File: src/rtl/spi_tx.sv
`timescale 1ns/1ps
// SPI mode-0 initiator: serialises WIDTH-bit bytes MSB-first on sclk/cs/mosi,
// keeping cs low across a multi-byte frame until a byte flagged tx_last completes.
module spi_tx #(
  parameter int WIDTH    = 8,
  parameter int CLK_DIV  = 4,
  parameter int CS_SETUP = 2,
  parameter int CS_HOLD  = 2
) (
  input  logic             clk,
  input  logic             rst_n,
  input  logic [WIDTH-1:0] tx_data,
  input  logic             tx_valid,
  input  logic             tx_last,
  output logic             tx_ready,
  output logic             sclk,
  output logic             cs,
  output logic             mosi,
  output logic             busy,
  output logic             done
);

  localparam int PH_MAX = (CLK_DIV > CS_SETUP)
                          ? ((CLK_DIV > CS_HOLD) ? CLK_DIV : CS_HOLD)
                          : ((CS_SETUP > CS_HOLD) ? CS_SETUP : CS_HOLD);
  localparam int PH_W   = $clog2(PH_MAX + 1);
  localparam int BC_W   = (WIDTH > 1) ? $clog2(WIDTH) : 1;

  typedef enum logic [2:0] {
    S_IDLE,
    S_SETUP,
    S_LOW,
    S_HIGH,
    S_LINGER,
    S_HOLD
  } state_e;

  state_e           state_q, state_d;
  logic [PH_W-1:0]  ph_q, ph_d;
  logic [BC_W-1:0]  bit_q, bit_d;
  logic [WIDTH-1:0] shift_q;
  logic             last_q;
  logic             load, shift_en, done_d, accept;
  logic             tx_ready_q, sclk_q, cs_q, mosi_q, busy_q, done_q;

  assign accept = tx_valid & tx_ready_q;

  always_comb begin
    state_d  = state_q;
    ph_d     = ph_q + 1'b1;
    bit_d    = bit_q;
    load     = 1'b0;
    shift_en = 1'b0;
    done_d   = 1'b0;
    case (state_q)
      S_IDLE: begin
        ph_d = '0;
        if (accept) begin
          state_d = S_SETUP;
          load    = 1'b1;
          bit_d   = '0;
        end
      end
      S_SETUP: begin
        if (ph_q == PH_W'(CS_SETUP - 1)) begin
          state_d = S_LOW;
          ph_d    = '0;
        end
      end
      S_LOW: begin
        if (ph_q == PH_W'(CLK_DIV - 1)) begin
          state_d = S_HIGH;
          ph_d    = '0;
        end
      end
      S_HIGH: begin
        if (ph_q == PH_W'(CLK_DIV - 1)) begin
          ph_d = '0;
          if (bit_q == BC_W'(WIDTH - 1)) begin
            done_d  = 1'b1;
            state_d = last_q ? S_HOLD : S_LINGER;
          end else begin
            shift_en = 1'b1;
            bit_d    = bit_q + 1'b1;
            state_d  = S_LOW;
          end
        end
      end
      S_LINGER: begin
        ph_d = '0;
        if (accept) begin
          state_d = S_LOW;
          load    = 1'b1;
          bit_d   = '0;
        end
      end
      S_HOLD: begin
        if (ph_q == PH_W'(CS_HOLD - 1)) begin
          state_d = S_IDLE;
          ph_d    = '0;
        end
      end
      default: begin
        state_d = S_IDLE;
        ph_d    = '0;
      end
    endcase
  end

  always_ff @(posedge clk or negedge rst_n) begin
    if (!rst_n) begin
      state_q <= S_IDLE;
      ph_q    <= '0;
      bit_q   <= '0;
    end else begin
      state_q <= state_d;
      ph_q    <= ph_d;
      bit_q   <= bit_d;
    end
  end

  // Pins are a registered decode of the current state, so they trail state_q by one clk;
  // tx_ready looks at state_d so it drops on the very edge that accepts a byte.
  always_ff @(posedge clk or negedge rst_n) begin
    if (!rst_n) begin
      tx_ready_q <= 1'b0;
      sclk_q     <= 1'b0;
      cs_q       <= 1'b1;
      mosi_q     <= 1'b0;
      busy_q     <= 1'b0;
      done_q     <= 1'b0;
    end else begin
      tx_ready_q <= (state_d == S_IDLE) || (state_d == S_LINGER);
      sclk_q     <= (state_q == S_HIGH);
      cs_q       <= (state_q == S_IDLE);
      mosi_q     <= (state_q == S_IDLE) ? 1'b0 : shift_q[WIDTH-1];
      busy_q     <= (state_d != S_IDLE);
      done_q     <= done_d;
    end
  end

  always_ff @(posedge clk) begin
    if (load) begin
      shift_q <= tx_data;
      last_q  <= tx_last;
    end else if (shift_en) begin
      shift_q <= shift_q << 1;
    end
  end

  assign tx_ready = tx_ready_q;
  assign sclk     = sclk_q;
  assign cs       = cs_q;
  assign mosi     = mosi_q;
  assign busy     = busy_q;
  assign done     = done_q;

endmodule

File: config.mk
export PLATFORM = sky130hd
export DESIGN_NAME = spi_tx
export DESIGN_NICKNAME = d
export VERILOG_FILES = /design/src/rtl/spi_tx.sv
export SDC_FILE = /design/constraint.sdc
export NUM_CORES = 1
export LEC_CHECK = 0
export BUFFER_PORTS_ARGS = -buffer_cell sky130_fd_sc_hd__buf_2
export CAP_MARGIN = 0
export CELL_PAD_IN_SITES_DETAIL_PLACEMENT = 0
export CELL_PAD_IN_SITES_GLOBAL_PLACEMENT = 1
export CORE_MARGIN = 2
export CORE_UTILIZATION = 43
export CTS_CLUSTER_SIZE = 20
export DETAILED_ROUTE_END_ITERATION = 8
export PLACE_DENSITY_LB_ADDON = 0.1
export SLEW_MARGIN = 0
export SYNTH_ARGS = -nofsm -noshare
export SYNTH_HDL_FRONTEND = slang
export SYNTH_SLANG_ARGS = --single-unit
File: constraint.sdc
create_clock -name clk -period 2.4 [get_ports clk]
set_input_delay 0.6 -clock clk [delete_from_list [all_inputs] [get_ports clk]]
set_output_delay 0.6 -clock clk [all_outputs]
set_load 0.02 [all_outputs]
==> results_tabular.tex <==
\begin{tabular}{lr}
\hline
Metric & Value \\
\hline
\multicolumn{2}{l}{\textbf{Run status}} \\
Run status & finished clean \\
\multicolumn{2}{l}{\textbf{Power}} \\
PwrDens & 1109 nW/um2 \\
Leakage & 0.6377 nW \\
Worst vdd rail ir drop & 0.6983 mV \\
Final Power & 1.494 mW \\
\multicolumn{2}{l}{\textbf{STA}} \\
Highest clock frequency the design can meet & 526.7 MHz \\
Least-Margin Pin Slew & 735.8 ps \\
Final Skew & 10.07 ps \\
Worst slew margin relative to its limit & 50.65\% \\
Fraction of the cycle the final worst path needs & 79.11\% \\
Number of max-slew violations in the final report & 0 \\
Setup repair after global routing missed its margin & false \\
Setup violations, final & 0 \\
Sum of negative setup slack & 0 ps \\
Count of endpoints failing hold in the final timing report & 0 \\
Final Critical Period & 1899 ps \\
\multicolumn{2}{l}{\textbf{CTS}} \\
Hold Buf Count CTS & 0 \\
Number of buffers added by the clock tree synthesis step & 3 \\
Root Buffer Master & clkbuf\_4 \\
CTS H-Tree Depth & 1 \\
CTS clock-pin slew for the worst setup and hold paths & 140 ps \\
Number of buffers inserted to repair setup after CTS & 0 \\
Clock insertion delay at the later pin of the skew report & 310 ps \\
Max Root-Sink Buffers & 2 \\
Number of gates given a new drive strength after cts & 0 \\
Clock Sink Count & 24 \\
CTS tree & built \\
\multicolumn{2}{l}{\textbf{Global routing}} \\
Total overflow reported by the global router & 0 \\
Number of global-route vias before repair & 826 \\
First-pass GRT wire length & 3691 um \\
Antenna violations before repair & 0 \\
Maximum number of pins on one net before global-route repair & 16 \\
Overall fraction of global-route tracks in use & 14.76\% \\
\multicolumn{2}{l}{\textbf{Layout}} \\
Total Nets Final & 151 \\
Layout cells sized above 1 & 23.08\% \\
Total inserted antenna cells & 0 \\
Area overhead of the layout relative to synthesis & 15.56\% \\
Design area & 1348 um2 \\
\multicolumn{2}{l}{\textbf{Floorplan}} \\
Row count & 18 \\
Die Area & 3144 um2 \\
Number of ports placed on the die boundary & 18 \\
Starting Density & 46.23\% \\
Die width & 56.08 um \\
Core region area & 2522 um2 \\
Die height & 56.08 um \\
\multicolumn{2}{l}{\textbf{Synthesis}} \\
Register bit total from synthesis & 24 \\
Ys Warns & 0 \\
Basic-gate share of the synthesized area counting and, or, nand and nor cells & 19.53\% \\
Largest area contributor in the synthesized netlist & dfrtp\_1 \\
Dominant combinational cell family by area after synthesis & simple AND/OR/NAND/NOR gates \\
Commonest cells in the synthesized netlist & nand2\_1 (26), dfrtp\_1 (14), edfxtp\_1 (9) \\
Post-Synthesis Cells & 110 \\
Xor and xnor area share after synthesis & 0\% \\
Count of distinct cell types in the synthesized netlist & 34 \\
EDFF count, synth & 9 \\
Adder-cell share of the synthesized area & 8.584\% \\
Nets in the synthesized netlist & 130 \\
Sequential-to-total area share from yosys stat & 55.47\% \\
Post-synthesis compound-gate area fraction & 11.70\% \\
Syn Std Cell Area & 1166 um2 \\
Most common cell in the synthesized netlist & nand2\_1 \\
Leading register cell type out of synthesis & dfrtp\_1 \\
Async S/R FF share, synth & 62.50\% \\
Top cells by area, synth & dfrtp\_1 (30\%), edfxtp\_1 (23\%), ha\_1 (8.6\%) \\
Fraction of synthesized area in multiplexers & 0\% \\
Average cell area after synthesis & 10.60 um2 \\
Area fraction of the dominant cell type after synthesis & 30.04\% \\
\multicolumn{2}{l}{\textbf{Run}} \\
Number of max-cap violations & 0 \\
\multicolumn{2}{l}{\textbf{Placed design}} \\
Placed instance area & 1290 um2 \\
Port buffer count & 17 \\
DPL Wire Length & 1515 um \\
Final weighted congestion in routability-driven placement & 0.7851 \\
\multicolumn{2}{l}{\textbf{Worst setup path}} \\
Largest driver fanout on the critical path & 8 \\
Critical path startpoint category & flop \\
Arrival time of data at the critical path endpoint & 1850 ps \\
Kind of critical path & reg2reg \\
Critical path data required time & 2350 ps \\
Crit end category & flop \\
\multicolumn{2}{l}{\textbf{Detailed routing}} \\
Vias post-DR & 819 \\
Post-route ant nets & 0 \\
Number of vias per cell & 5.119 \\
Routed len/inst & 12.67 um \\
Detailed-route DRC error count & 0 \\
Drt first-iter violations & 42 \\
Detailed Routing Iterations Pass 1 & 4 \\
Final Routed Wirelength & 2027 um \\
\multicolumn{2}{l}{\textbf{Hold path}} \\
Hold/Removal Path Class & in2async \\
\hline
\end{tabular}
## cells in the final DEF, fill, tap and decap left out, drive strengths merged, types with 3 or more instances in the layout
| cell type | instances |
|---|---|
| buf | 20 |
| nand2 | 26 |
| ha | 8 |
| o21ai | 8 |
| nor2 | 3 |
| clkbuf | 3 |
| nand3 | 3 |
| dfrtp | 14 |
| inv | 8 |
| edfxtp | 9 |
## report_power, final
group	switching (mW)	internal, mW
combinational	0.337	0.240
clock	0.120	0.169
sequential	0.0665	0.562
## registers in the layout, indices dropped and copies added, names as in the netlist
register / flops
bit_q: 3
mosi: 1
done: 1
last_q: 1
tx_ready: 1
sclk: 1
ph_q: 3
busy: 1
state_q: 3
shift_q: 8
cs: 1
## cells by family after synthesis
| family | after synthesis |
|---|---|
| and+or+nand+nor | 45 |
| adders and majority gates | 8 |
| buffers and inverters | 13 |
| DFF | 24 |
| AOI/OAI and AO/OA | 20 |
## through the flow
stage / std cells / hold WS, ps / setup WS, ps / utilization, %
2_1_floorplan: 110 / 304.4 / 492.8 / -
3_3_place_gp: 156 / 443.0 / 189.8 / 51.14
3_5_place_dp: 156 / 468.3 / 95.37 / 51.14
4_1_cts: 160 / 160.3 / 67.23 / 53.22
5_1_grt: 160 / 168.4 / 275.1 / 53.42
6_report: 160 / 166.0 / 501.4 / 53.42
## worst paths after layout
path	from	end	slack, ps	cells past startpoint
worst max-delay path	ph_q[0]$_DFF_PN0_	shift_q[0]$_SDFFCE_PN0P_	500	4
worst min-delay path	rst_n	bit_q[1]$_DFFE_PN0P_	170	1
worst max register to register	ph_q[0]$_DFF_PN0_	shift_q[0]$_SDFFCE_PN0P_	500	4
worst min register to register	shift_q[7]$_DFFE_PP_	mosi$_DFF_PN0_	490	1
max in group asynchronous	rst_n	cs$_DFF_PN1_	1940	1
min in group clk	tx_last	last_q$_DFFE_PP_	460	1
## area by class of cell
cell class | count | area, um2
clock buffer | 3 | 22.52
clock inverter | 1 | 30.03
fill | 240 | 1175
inverter | 9 | 33.78
multi-input combinational | 73 | 469.2
sequential | 24 | 646.9
tap | 30 | 37.54
timing repair buffer | 20 | 107.6
## routing by layer
layer / GRT usage (%) / part of all wire, %
met3: 2.093 / 3.5
met2: 23.87 / 49
met1: 19.76 / 46
met4: 6.122 / 0.59
met5: 0 / 0
## critical path, cell delays in order (launching register included)
cell and delay (ps):
dfrtp_1 410, ha_1 220, ha_1 210, inv_1 60
o31ai_2 660
Power figures use the tool's default switching activity.
